### src/rtl/reset_sequencer_pkg.sv
// Shared types and helpers for the reset sequencer: FSM state encoding and
// the counter width calculation used by the top level.
package reset_sequencer_pkg;

  typedef enum logic [1:0] {
    HOLD    = 2'd0,
    RELEASE = 2'd1,
    RUN     = 2'd2
  } state_e;

  // Width needed to count up to the larger of the hold and stagger intervals.
  function automatic int cnt_width(input int hold, input int stagger);
    int m;
    m = (hold > stagger) ? hold : stagger;
    return $clog2(m + 1);
  endfunction

endpackage

### src/rtl/reset_sequencer_sync.sv
// Reset synchroniser: asynchronous assertion, synchronous deassertion.
// The output stays high until STAGES rising edges have seen rst_i low.
module reset_sync #(
  parameter int STAGES = 2
) (
  input  logic clk_i,
  input  logic rst_i,
  output logic sync_rst_o
);

  logic [STAGES-1:0] sync_d;
  logic [STAGES-1:0] sync_q;

  // Shift a zero into the chain every cycle once rst_i is low.
  always_comb begin
    sync_d = {sync_q[STAGES-2:0], 1'b0};
  end

  // Chain flops: set to all ones while rst_i is high.
  always_ff @(posedge clk_i or posedge rst_i) begin
    if (rst_i) begin
      sync_q <= '1;
    end else begin
      sync_q <= sync_d;
    end
  end

  assign sync_rst_o = sync_q[STAGES-1];

endmodule

### src/rtl/reset_sequencer.sv
// Reset sequencer top: holds all domain resets for HOLD_CYCLES after the
// synchronised deassertion of rst_i, then releases the NUM_CH active-low
// domain resets one by one, STAGGER_CYCLES apart, and raises done_o.
// Optional feature macro: RESET_SEQ_SWRST_EN adds the sw_rst_i port, which
// restarts the whole hold/release sequence while sampled high.
module reset_sequencer
  import reset_sequencer_pkg::*;
#(
  parameter int NUM_CH         = 4,
  parameter int SYNC_STAGES    = 2,
  parameter int HOLD_CYCLES    = 16,
  parameter int STAGGER_CYCLES = 4
) (
  input  logic              clk_i,
  input  logic              rst_i,
`ifdef RESET_SEQ_SWRST_EN
  input  logic              sw_rst_i,
`endif
  output logic [NUM_CH-1:0] rst_no,
  output logic              done_o
);

  localparam int CNT_W = cnt_width(HOLD_CYCLES, STAGGER_CYCLES);
  localparam int CH_W  = $clog2(NUM_CH + 1);

  localparam logic [CNT_W-1:0] HOLD_LAST = CNT_W'(HOLD_CYCLES - 1);
  localparam logic [CNT_W-1:0] STAG_LAST = CNT_W'(STAGGER_CYCLES - 1);
  localparam logic [CH_W-1:0]  LAST_CH   = CH_W'(NUM_CH - 1);

  logic              sync_rst;
  logic              sw_req;
  state_e            state_d,  state_q;
  logic [CNT_W-1:0]  cnt_d,    cnt_q;
  logic [CH_W-1:0]   ch_idx_d, ch_idx_q;
  logic [NUM_CH-1:0] rst_no_d, rst_no_q;
  logic              done_d,   done_q;

  reset_sync #(
    .STAGES (SYNC_STAGES)
  ) u_sync (
    .clk_i      (clk_i),
    .rst_i      (rst_i),
    .sync_rst_o (sync_rst)
  );

`ifdef RESET_SEQ_SWRST_EN
  assign sw_req = sw_rst_i;
`else
  assign sw_req = 1'b0;
`endif

  // Next-state logic: restart on any reset request, otherwise count and release in order.
  always_comb begin
    state_d  = state_q;
    cnt_d    = cnt_q;
    ch_idx_d = ch_idx_q;
    rst_no_d = rst_no_q;
    done_d   = done_q;
    if (sync_rst || sw_req) begin
      state_d  = HOLD;
      cnt_d    = '0;
      ch_idx_d = '0;
      rst_no_d = '0;
      done_d   = 1'b0;
    end else begin
      case (state_q)
        HOLD: begin
          if (cnt_q >= HOLD_LAST) begin
            rst_no_d[0] = 1'b1;
            cnt_d       = '0;
            if (NUM_CH == 1) begin
              state_d  = RUN;
              done_d   = 1'b1;
              ch_idx_d = '0;
            end else begin
              state_d  = RELEASE;
              ch_idx_d = CH_W'(1);
            end
          end else begin
            cnt_d = cnt_q + CNT_W'(1);
          end
        end
        RELEASE: begin
          if (cnt_q >= STAG_LAST) begin
            cnt_d = '0;
            for (int i = 0; i < NUM_CH; i++) begin
              if (CH_W'(i) == ch_idx_q) begin
                rst_no_d[i] = 1'b1;
              end else begin
                rst_no_d[i] = rst_no_q[i];
              end
            end
            if (ch_idx_q >= LAST_CH) begin
              state_d = RUN;
              done_d  = 1'b1;
            end else begin
              ch_idx_d = ch_idx_q + CH_W'(1);
            end
          end else begin
            cnt_d = cnt_q + CNT_W'(1);
          end
        end
        RUN: begin
          state_d = RUN;
        end
        default: begin
          state_d  = HOLD;
          cnt_d    = '0;
          ch_idx_d = '0;
          rst_no_d = '0;
          done_d   = 1'b0;
        end
      endcase
    end
  end

  // State, counters and registered outputs; rst_i clears everything immediately.
  always_ff @(posedge clk_i or posedge rst_i) begin
    if (rst_i) begin
      state_q  <= HOLD;
      cnt_q    <= '0;
      ch_idx_q <= '0;
      rst_no_q <= '0;
      done_q   <= 1'b0;
    end else begin
      state_q  <= state_d;
      cnt_q    <= cnt_d;
      ch_idx_q <= ch_idx_d;
      rst_no_q <= rst_no_d;
      done_q   <= done_d;
    end
  end

  assign rst_no = rst_no_q;
  assign done_o = done_q;

endmodule

### config.mk
export PLATFORM = sky130hd
export DESIGN_NAME = reset_sequencer
export DESIGN_NICKNAME = d
export VERILOG_FILES = /design/src/rtl/reset_sequencer_pkg.sv /design/src/rtl/reset_sequencer_sync.sv /design/src/rtl/reset_sequencer.sv
export SDC_FILE = /design/constraint.sdc
export NUM_CORES = 1
export LEC_CHECK = 0
export CAP_MARGIN = 20
export CORE_MARGIN = 5
export CORE_UTILIZATION = 61
export CTS_BUF_LIST = sky130_fd_sc_hd__clkbuf_8 sky130_fd_sc_hd__clkbuf_16
export DETAILED_ROUTE_END_ITERATION = 16
export GPL_TIMING_DRIVEN = 0
export PLACE_DENSITY = 0.82
export SLEW_MARGIN = 20
export SYNTH_ARGS = -nofsm -noshare
export SYNTH_HDL_FRONTEND = slang
export SYNTH_HIERARCHICAL = 1
export SYNTH_SLANG_ARGS = --single-unit
### constraint.sdc
create_clock -name clk_i -period 5.2 [get_ports clk_i]
set_clock_uncertainty 0.1 [all_clocks]
set_input_delay 1.04 -clock clk_i [delete_from_list [all_inputs] [get_ports clk_i]]
set_output_delay 1.04 -clock clk_i [all_outputs]
set_load 0.02 [all_outputs]
Yosys cells after proc, flatten, opt, wreduce, memory -nomap -nowiden
Cells that the tools add are included.

cells by class
  multiplexer cells = 27
  $add $sub $neg = 2
  reduce and logical (&&, ||, !) cells = 10
  eq/ne operators = 15
  $lt $le $gt $ge = 3

operator list
  cell                                                               number
  != test 3 x 2 -> 1 bit, second input constant                      8
  two-way mux 5 bit                                                  3
  case mux 5 bit (3 select lines)                                    1
  AND reduction 3 bit                                                5
  two-way mux 3 bit                                                  4
  case mux 3 bit (3 select lines)                                    1
  two-way mux 1 bit                                                  8
  two-way mux 2 bit                                                  4
  two-way mux 4 bit                                                  2
  AND reduction 4 bit                                                2
  == test 2 x 3 -> 1 bit, first input constant                       2
  case mux 2 bit (3 select lines)                                    1
  case mux 3 bit (2 select lines)                                    1
  adder 5 x 1 -> 5 bit, second input constant                        1
  greater-or-equal comparator 5 x 2 -> 1 bit, second input constant  1
  greater-or-equal comparator 5 x 4 -> 1 bit, second input constant  1
  != test 2 x 1 -> 1 bit, second input constant                      2
  adder 3 x 1 -> 3 bit, second input constant                        1
  == test 1 x 3 -> 1 bit, first input constant                       1
  greater-or-equal comparator 3 x 2 -> 1 bit, second input constant  1
  zero test 3 bit                                                    1
  case mux 1 bit (3 select lines)                                    1
  == test 2 x 1 -> 1 bit, second input constant                      1
  == test 2 bit, second input constant                               1
  3 further kinds                                                    3

word-level totals
  logic and storage cells = 66
  input port bits = 2
  register bits = 17

Depth between registers and ports, before layout
Gate-level depths: netlist of the first run.

  word-level depth = 5
  gate-level depth with buffers = 7
  mapped depth without buffers = 7

Modules after synthesis
The synthesis of the first run kept the hierarchy.

modules (own cells, without submodules)
  module           cells each  sequential area each (sq um)  area each (sq um)  times used
  reset_sequencer  111         375.4                         1016.0             1
  reset_sync       4           52.6                          60.1               1

Worst setup path before layout of the first run
Ideal clock, no wire load.

  path kind = register to register
  start point = reg cnt_q[0]
  end point = reg rst_no_q[0], in the netlist rst_no[0]
  setup slack = 3.026 ns
  path buffers = 0
  required time = 4.975 ns
  data arrival time = 1.949 ns
  period minus slack after synthesis = 2.174 ns
  stages on the path, launching flop included = 8
  cell sequence = dfrtp_1 -> ha_1 -> and3_1 -> ha_1 -> or3b_1 -> nor2_4 -> nor4_2 -> mux2_4

on the way
  word-level cells in the longest chain between the ends = 3

ends and longest elaborated chain
  element                                                                                                          RTL line                                      RTL
  start, declared                                                                                                  reset_sequencer.sv:33                         logic [CNT_W-1:0] cnt_d, cnt_q;
  start signal, assigned                                                                                           reset_sequencer.sv:127                        cnt_q <= cnt_d;
  greater-or-equal comparator 5 x 2 -> 1 bit / greater-or-equal comparator 5 x 4 -> 1 bit (equally long branches)  reset_sequencer.sv:84, reset_sequencer.sv:68
  != test 3 x 2 -> 1 bit (no line)                                                                                 n/a
  AND reduction 4 bit (no line) (*)                                                                                n/a
  end signal, assigned                                                                                             reset_sequencer.sv:129                        rst_no_q <= rst_no_d;
  end, declared                                                                                                    reset_sequencer.sv:35                         logic [NUM_CH-1:0] rst_no_d, rst_no_q;

Every way passes the cells marked *; elsewhere a longest branch is shown, timed or not.
A chain may end at the register's enable or synchronous reset.

Worst setup path after layout of the first run
Ends and elaborated chain as after synthesis.

==> results of run 1 <==
==> critical path, stage by stage, from the launching register on <==
cell     delay [ps]
dfrtp_1         440
ha_1            270
and3_1          200
ha_1            180
or3b_1          410
nor2_4          240
nor4_2           90
mux2_4          290
==> cells by family (layout without fill, tap and decap cells) <==
| logic type | Yosys count | in the layout | share of synthesized area [%] |
|---|---|---|---|
| buf+inv | 18 | 28 | 7.09 |
| mux | 1 | 1 | 1.39 |
| compound gates | 31 | 31 | 19.1 |
| fa+ha+maj | 11 | 11 | 12.8 |
| simple gates | 36 | 36 | 19.5 |
| flops | 17 | 17 | 39.8 |
| other cells | 1 | 1 | 0.349 |
==> layout by cell type (no fill, tap or decap), types with 2 or more instances in the layout <==
cell type,instances
clkbuf_8,3
dfrtp_1,15
clkbuf_1,3
nand2b_1,2
o21ai_0,5
clkdlybuf4s50_1,6
nor4_2,2
nand4_1,3
a21oi_1,11
and3_1,3
dfstp_2,2
nand2_1,7
ha_1,11
inv_1,14
o211ai_1,3
nor3_1,5
a41oi_1,2
nor2_1,5
nand3_1,2
o31ai_1,2
==> per-layer routing <==
| metal | global-route usage [%] | share of wire [%] | vias up |
|---|---|---|---|
| met5 | 0 | 0 | - |
| met4 | 10.9 | 2.0 | 0 |
| met3 | 3.44 | 3.5 | 5 |
| met2 | 31.8 | 46 | 23 |
| met1 | 25.8 | 49 | 418 |
| li1 | - | - | 426 |
==> cell type report <==
cell class | instances | share of cell area [%]
multi-input combinational | 80 | 47.2
sequential | 17 | 35.3
timing repair buffer | 6 | 4.95
inverter | 13 | 4.02
clock buffer | 3 | 3.41
tap | 25 | 2.58
buffer | 5 | 2.27
clock inverter | 1 | 0.310
==> metrics by stage <==
step | util (%) | worst slack (ps) | std cells | hold slack, ps | total power, mW
after floorplan | - | 3030 | 115 | 245 | 0.152
after global placement | 68.4 | 2930 | 146 | 247 | 0.156
after detailed placement | 68.4 | 2880 | 146 | 250 | 0.156
after CTS | 71.0 | 2850 | 150 | 259 | 0.252
after global routing | 71.0 | 2740 | 150 | 268 | 0.264
final | 71.0 | 2860 | 150 | 258 | 0.249
==> where the power goes <==
group	internal [mW]	switching [mW]
registers	0.136	0.00308
clock network	0.0523	0.0424
logic	0.00537	0.00974
==> state kept, by name, indices dropped and copies added (netlist names) <==
signal,cells
done_o,1
u_sync/sync_q,2
rst_no,4
ch_idx_q,3
state_q,2
cnt_q,5
==> final timing paths <==
| check | startpoint | endpoint | slack [ps] | cells after the start |
|---|---|---|---|---|
| worst max-delay path | cnt_q[0]$_DFFE_PP0N_ | rst_no[0]$_DFFE_PP0P_ | 2860 | 7 |
| worst min-delay path | u_sync/sync_q[0]$_DFF_PP1_ | u_sync/sync_q[1]$_DFF_PP1_ | 260 | 0 |
| min in group asynchronous | rst_i | u_sync/sync_q[0]$_DFF_PP1_ | 1040 | 2 |
| worst min register to register | u_sync/sync_q[0]$_DFF_PP1_ | u_sync/sync_q[1]$_DFF_PP1_ | 260 | 0 |
| max in group asynchronous | rst_i | rst_no[1]$_DFFE_PP0P_ | 3540 | 2 |
| worst max register to register | cnt_q[0]$_DFFE_PP0N_ | rst_no[0]$_DFFE_PP0P_ | 2860 | 7 |
==> run summary, run 1 <==
Net Count, Synth - 128
I/O Pins - 7
Die Ht - 52 um
Post-CTS Hold Buffers - 0
Synth warnings - 6
Cell Area, Synth - 1080 sq um
post-route ant nets - 0
Worst EP arrival - 2380 ps
measured slew at the worst slew-check pin - 582 ps
Routed WL per cell - 14.3 um
RD Place Congestion - 0.870
WP data required - 5240 ps
site row count - 15
Slew Viols, Final - 0
Skew-Pair Late Insertion Delay - 250 ps
Area contributors post-synth - dfrtp_1 35%, ha_1 13%, a21oi_1 5.1%
status - finished clean
#FFs+latches synth - 17
max_slew headroom - 61.2%
VDD IR-drop max - 0.185 mV
Seq. cell area - 428 sq um
Pleak - 0.516 nW
vias in the first global route - 904
routed via count - 872
most frequent cell after synthesis - dfrtp_1
CTS tree - done
initial core utilization - 63.0%
share of cells above drive strength 1 - 10.4%
Cell variety after synth - 37
area leader, netlist - dfrtp_1
final hold vios - 0
first-pass GRT wire length - 3970 um
Setup violations, final - 0
core area - 1710 sq um
EDFF count, synth - 0
die extent in x - 52 um
Die ar. - 2700 sq um
RSZ-0062 raised after global routing - no
CP endpoint kind - flip-flop
antenna cell count - 0
placed cell area - 1170 sq um
CTS buffer count - 3
critical path class - flip-flop to flip-flop
Top FF cell, synth - dfrtp_1
initial DRC count - 38
initial antenna violation count - 0
GRT overflow - 0
max_cap viols - 0
fmax - 427 MHz
crit path launch type - flip-flop
Power Density - 205 nW/um^2
Post-CTS Setup Inserts - 0
register area share after synthesis - 39.8%
min Tclk post-route - 2340 ps
nets@finish - 139
cell count after synthesis - 115
asr flop ratio synth - 100%
GRT Util Overall - 20.1%
DRC viols - 0
critical-path maximum fanout - 8
Final Cycle Share - 45.0%
input/output buffers - 6
htree depth - 1
fill count - 131
routed vias/inst - 5.81
Yosys top cell area share - 34.9%
synth cell count leaders - 15 x dfrtp_1, 13 x inv_1, 11 x a21oi_1, 11 x ha_1, 7 x nand2_1
Routed WL - 2140 um
Multi-input gate area - 572 sq um
Layout area overhead - 12.7%
post-route setup TNS - 0 ps
Root Buffer - clkbuf_8
CTS Buffer Depth - 2
Final Cell Area - 1210 sq um
clock slew seen by the registers of the worst setup and hold paths - 60 ps
post-cts sizing count - 0
DR pass1 iterations - 4
Min-Delay Path Class - flip-flop to flip-flop
Synth Area per Inst - 9.36 sq um
largest net degree at the start of global routing - 16
Clock Sinks - 17
Final HPWL DP - 1530 um
Note: power is estimated with default switching activity, not from simulation.
==> run 2: changes to the inputs <==
--- a/config.mk
+++ b/config.mk
@@ -7,11 +7,11 @@
 export LEC_CHECK = 0
 export CAP_MARGIN = 20
 export CORE_MARGIN = 5
-export CORE_UTILIZATION = 61
+export CORE_UTILIZATION = 51
 export CTS_BUF_LIST = sky130_fd_sc_hd__clkbuf_8 sky130_fd_sc_hd__clkbuf_16
 export DETAILED_ROUTE_END_ITERATION = 16
 export GPL_TIMING_DRIVEN = 0
-export PLACE_DENSITY = 0.82
+export PLACE_DENSITY = 0.73
 export SLEW_MARGIN = 20
 export SYNTH_ARGS = -nofsm -noshare
 export SYNTH_HDL_FRONTEND = slang
==> constraint.sdc (replaced) <==
create_clock -name clk_i -period 1.89 [get_ports clk_i]
set_clock_uncertainty 0.1 [all_clocks]
set_input_delay 0.378 -clock clk_i [delete_from_list [all_inputs] [get_ports clk_i]]
set_output_delay 0.378 -clock clk_i [all_outputs]
set_load 0.02 [all_outputs]
==> run summary, run 2 (same netlist as run 1, synthesis figures left out) <==
Skew-Pair Late Insertion Delay - 260 ps
Final Cell Area - 1380 sq um
largest net degree at the start of global routing - 16
Die ar. - 3130 sq um
Flop pwr share - 51.6%
core area - 1980 sq um
Power Density - 533 nW/um^2
routed vias/inst - 6.03
critical-path maximum fanout - 4
GRT Util Overall - 17.1%
post-route ant nets - 0
CTS Buffer Depth - 2
Layout area overhead - 28.6%
routed via count - 958
Die Ht - 55.9 um
most common cell after layout, fill and taps aside - inv_1
fill count - 137
post-route setup TNS - -1490 ps
max_slew headroom - 58.7%
vias in the first global route - 935
Pleak - 0.553 nW
Reg with most FFs - cnt_q
final hold vios - 0
Hold Path Depth - 0
initial DRC count - 21
WHS Endpoint - u_sync/sync_q[1]$_DFF_PP1_
status - complete, but fails checks
placed cell area - 1190 sq um
Clock power frac - 39.8%
failing checks - setup timing
DRC viols - 0
Switching Share - 25.7%
htree depth - 1
RSZ-0062 raised after global routing - yes
highest-count cells in the layout ignoring fill and taps - 13 x inv_1, 12 x dfrtp_1, 9 x a21oi_1, 9 x ha_1, 7 x nand2_1
WP data required - 1940 ps
measured slew at the worst slew-check pin - 620 ps
Setup violations, final - 11
Slew Viols, Final - 0
setup ws final - -200 ps
Min-Delay Path Class - flip-flop to flip-flop
Cell Int Power - 0.548 mW
CTS tree - done
I/O Pins - 7
Final Cycle Share - 111%
reg-to-reg startpoint - cnt_q[0]$_DFFE_PP0N_
max_cap viols - 0
min Tclk post-route - 2090 ps
initial antenna violation count - 0
RD Place Congestion - 0.876
Final HPWL DP - 1610 um
initial core utilization - 54.3%
VDD IR-drop max - 0.440 mV
share of cells above drive strength 1 - 30.3%
CTS buffer count - 3
max reg flops - 5
Critical path origin - cnt_q[0]$_DFFE_PP0N_
antenna cell count - 0
Layout Utilization - 69.8%
Worst EP arrival - 2140 ps
input/output buffers - 6
site row count - 16
crit path launch type - flip-flop
Clock Sinks - 17
critical path class - flip-flop to flip-flop
Comb pwr share - 8.6%
Routed WL - 2620 um
Root Buffer - clkbuf_8
fmax - 478 MHz
GRT overflow - 0
clock slew seen by the registers of the worst setup and hold paths - 80 ps
r2r endpoint - rst_no[0]$_DFFE_PP0P_
die extent in x - 55.9 um
P_sw - 0.189 mW
nets@finish - 146
DR pass1 iterations - 4
R2R cell count - 7
CP endpoint kind - flip-flop
Routed WL per cell - 16.5 um
first-pass GRT wire length - 4220 um
R2R setup slack - -200 ps
HP Start - u_sync/sync_q[0]$_DFF_PP1_
[run 2: cell types whose count changed in the layout (fill, tap and decap cells not counted), sizes merged]
cell | previous run | this run
inv | 14 | 13
clkinvlp | 0 | 1
buf | 2 | 9
[run 2: power by group through the flow]
stage | Sequential (mW) | Combinational [mW] | Clock (mW)
after floorplan | 0.386 | 0.0316 | 0
after global placement | 0.387 | 0.0413 | 0
after detailed placement | 0.388 | 0.0430 | 0
after CTS | 0.380 | 0.0559 | 0.286
after global routing | 0.381 | 0.0705 | 0.318
final | 0.380 | 0.0637 | 0.294
[run 2: area by class of cell]
| class | instances | area (sq um) | share of cell area (%) |
|---|---|---|---|
| Multi-Input combinational cell | 80 | 676 | 48.8 |
| Tap cell | 27 | 33.8 | 2.44 |
| Timing Repair Buffer | 13 | 116 | 8.41 |
| Buffer | 5 | 28.8 | 2.08 |
| Clock buffer | 3 | 41.3 | 2.98 |
| Inverter | 13 | 48.8 | 3.53 |
| Sequential cell | 17 | 432 | 31.2 |
| Clock inverter | 1 | 7.51 | 0.542 |
[run 2: through the flow]
stage / setup WS (ps) / hold WS, ps / cells / total power [mW]
2_1_floorplan: -179 / 179 / 115 / 0.418
3_3_place_gp: -295 / 250 / 148 / 0.429
3_5_place_dp: -321 / 255 / 148 / 0.431
4_1_cts: -179 / 266 / 157 / 0.722
5_1_grt: -235 / 275 / 159 / 0.769
6_report: -200 / 264 / 159 / 0.738
[run 2: how the worst max path moves through the flow]
stage,endpoint,cells past startpoint
after floorplan,rst_no[0]$_DFFE_PP0P_,7
after global placement,rst_no[0]$_DFFE_PP0P_,7
after detailed placement,rst_no[0]$_DFFE_PP0P_,7
after CTS,rst_no[0]$_DFFE_PP0P_,7
after global routing,rst_no[0]$_DFFE_PP0P_,7
final,rst_no[0]$_DFFE_PP0P_,7
[run 2: layer usage]
metal | track usage [%] | wire length (um) | share of wire (%)
met5 | 0 | 0 | 0
met4 | 8.81 | 122 | 4.7
met3 | 3.02 | 156 | 5.9
met2 | 27.2 | 1290 | 49
met1 | 22.1 | 1060 | 40
[run 2: worst max-delay path, cell delays in order (launching register included)]
cell and delay [ps]:
dfrtp_1 420, ha_4 180, and3_4 180, ha_4 150, or3b_4 390, nor2_4 190, nor4_4 70, mux2_4 300
[run 2: what timing repair did]
item                                    4_1_cts  5_1_grt
buffers inserted                              5        2
gates cloned                                  0        0
gates resized for setup                       4       20
endpoints found under the setup margin       11       15
pin swaps                                     5       11
hold buffers                                  0        0
==> run 3: changes to the inputs <==
--- a/config.mk
+++ b/config.mk
@@ -5,13 +5,13 @@
 export SDC_FILE = /design/constraint.sdc
 export NUM_CORES = 1
 export LEC_CHECK = 0
-export CAP_MARGIN = 20
 export CORE_MARGIN = 5
 export CORE_UTILIZATION = 51
 export CTS_BUF_LIST = sky130_fd_sc_hd__clkbuf_8 sky130_fd_sc_hd__clkbuf_16
 export DETAILED_ROUTE_END_ITERATION = 16
 export GPL_TIMING_DRIVEN = 0
 export PLACE_DENSITY = 0.73
+export RECOVER_POWER = 25
 export SLEW_MARGIN = 20
 export SYNTH_ARGS = -nofsm -noshare
 export SYNTH_HDL_FRONTEND = slang
==> run summary, run 3 (same netlist as run 1, synthesis figures left out) <==
status - complete, but fails checks
failing checks - setup timing
fmax - 478 MHz
Root Buffer - clkbuf_8
highest-count cells in the layout ignoring fill and taps - 13 x inv_1, 12 x dfrtp_1, 9 x a21oi_1, 9 x ha_1, 7 x nand2_1
final hold vios - 0
reg-to-reg startpoint - cnt_q[0]$_DFFE_PP0N_
min Tclk post-route - 2090 ps
Total Power - 0.737 mW
RSZ-0062 raised after global routing - yes
core area - 1980 sq um
post-route ant nets - 0
Die Ht - 55.9 um
Layout area overhead - 28.6%
vias in the first global route - 935
CP endpoint kind - flip-flop
Critical path origin - cnt_q[0]$_DFFE_PP0N_
Slew Viols, Final - 0
max_cap viols - 0
Hold Path Depth - 0
Final Cycle Share - 111%
critical path class - flip-flop to flip-flop
die extent in x - 55.9 um
htree depth - 1
Routed WL per cell - 16.5 um
CTS tree - done
slowest CP cell - dfrtp_1
R2R cell count - 7
Worst EP arrival - 2140 ps
Crit path top cell by count - ha_4
DR pass1 iterations - 4
DRC viols - 0
RD Place Congestion - 0.876
CTS buffer count - 3
first-pass GRT wire length - 4220 um
Die ar. - 3130 sq um
r2r endpoint - rst_no[0]$_DFFE_PP0P_
GRT overflow - 0
Reg with most FFs - cnt_q
Cells after DPL - 148
Layout Utilization - 69.8%
Pleak - 0.553 nW
VDD IR-drop max - 0.440 mV
initial antenna violation count - 0
most common cell after layout, fill and taps aside - inv_1
antenna cell count - 0
Worst path max stage delay - 420 ps
Clock Sinks - 17
Finished Layout Cells - 159
Setup violations, final - 11
Cell Chain, Critical Path - ha_4, and3_4, ha_4, or3b_4, nor2_4, nor4_4, mux2_4
post-route setup TNS - -1490 ps
site row count - 16
fill count - 137
routed vias/inst - 6.03
setup ws final - -200 ps
initial core utilization - 54.3%
nets@finish - 146
pre-CTS WS - -321 ps
critical-path maximum fanout - 4
Min-Delay Path Class - flip-flop to flip-flop
max_slew headroom - 58.7%
HP Start - u_sync/sync_q[0]$_DFF_PP1_
WHS Endpoint - u_sync/sync_q[1]$_DFF_PP1_
largest net degree at the start of global routing - 16
Skew-Pair Late Insertion Delay - 260 ps
GRT Util Overall - 17.1%
R2R setup slack - -200 ps
routed via count - 958
input/output buffers - 6
Routed WL - 2620 um
WP data required - 1940 ps
clock slew seen by the registers of the worst setup and hold paths - 80 ps
crit path launch type - flip-flop
Power Density - 533 nW/um^2
share of cells above drive strength 1 - 30.3%
CTS Buffer Depth - 2
I/O Pins - 7
Final HPWL DP - 1610 um
initial DRC count - 21
measured slew at the worst slew-check pin - 620 ps
max reg flops - 5
-- run 3: cell types whose count changed in the layout (fill, tap and decap cells not counted), sizes merged --
cell / delta
dlygate4sd3: +1
clkdlybuf4s50: -1
-- run 3: worst max-delay path by stage --
stage,to,slack (ps),cells after the start
after detailed placement,rst_no[0]$_DFFE_PP0P_,-320,7
after floorplan,rst_no[0]$_DFFE_PP0P_,-180,7
final,rst_no[0]$_DFFE_PP0P_,-200,7
after global routing,rst_no[0]$_DFFE_PP0P_,-240,7
after CTS,rst_no[0]$_DFFE_PP0P_,-180,7
after global placement,rst_no[0]$_DFFE_PP0P_,-300,7
-- run 3: final cells by class --
cell class | count | area (sq um) | area share (%)
well taps | 27 | 33.8 | 2.44
inverters | 13 | 48.8 | 3.53
clock buffers | 3 | 41.3 | 2.98
flip-flops and latches | 17 | 432 | 31.2
multi-input cells | 80 | 676 | 48.8
repair buffers | 13 | 116 | 8.41
plain buffers | 5 | 28.8 | 2.08
clock inverters | 1 | 7.51 | 0.542
-- run 3: timing repair --
action | CTS | global route
pin swaps | 5 | 11
resized for setup | 4 | 20
setup buffers | 5 | 2
hold buffers | 0 | 0
setup endpoints to repair | 11 | 15
-- run 3: metal layers --
| metal | GRT usage, % | wire length [um] | up-vias |
|---|---|---|---|
| li1 | - | - | 440 |
| met3 | 3.02 | 156 | 15 |
| met1 | 22.1 | 1060 | 463 |
| met2 | 27.2 | 1290 | 40 |
| met4 | 8.81 | 122 | 0 |
| met5 | 0 | 0 | - |
-- run 3: power breakdown --
| part | internal, mW | switching (mW) | leakage (nW) |
|---|---|---|---|
| Clock | 0.149 | 0.145 | 0.0217 |
| Sequential | 0.373 | 0.00741 | 0.223 |
| Combinational | 0.0263 | 0.0369 | 0.309 |
-- run 3: critical path: cells and delay by family (launching register included) --
kind / cells / cell delay, ps
adders and majority gates: 2 / 330
and+or+nand+nor: 4 / 830
muxes: 1 / 300
DFF: 1 / 420
-- run 3: through the flow --
stage / hold slack (ps) / area (sq um)
3_3_place_gp: 250 / 1190
5_1_grt: 275 / 1380
6_report: 264 / 1380
3_5_place_dp: 255 / 1190
2_1_floorplan: 179 / 1100
4_1_cts: 266 / 1300
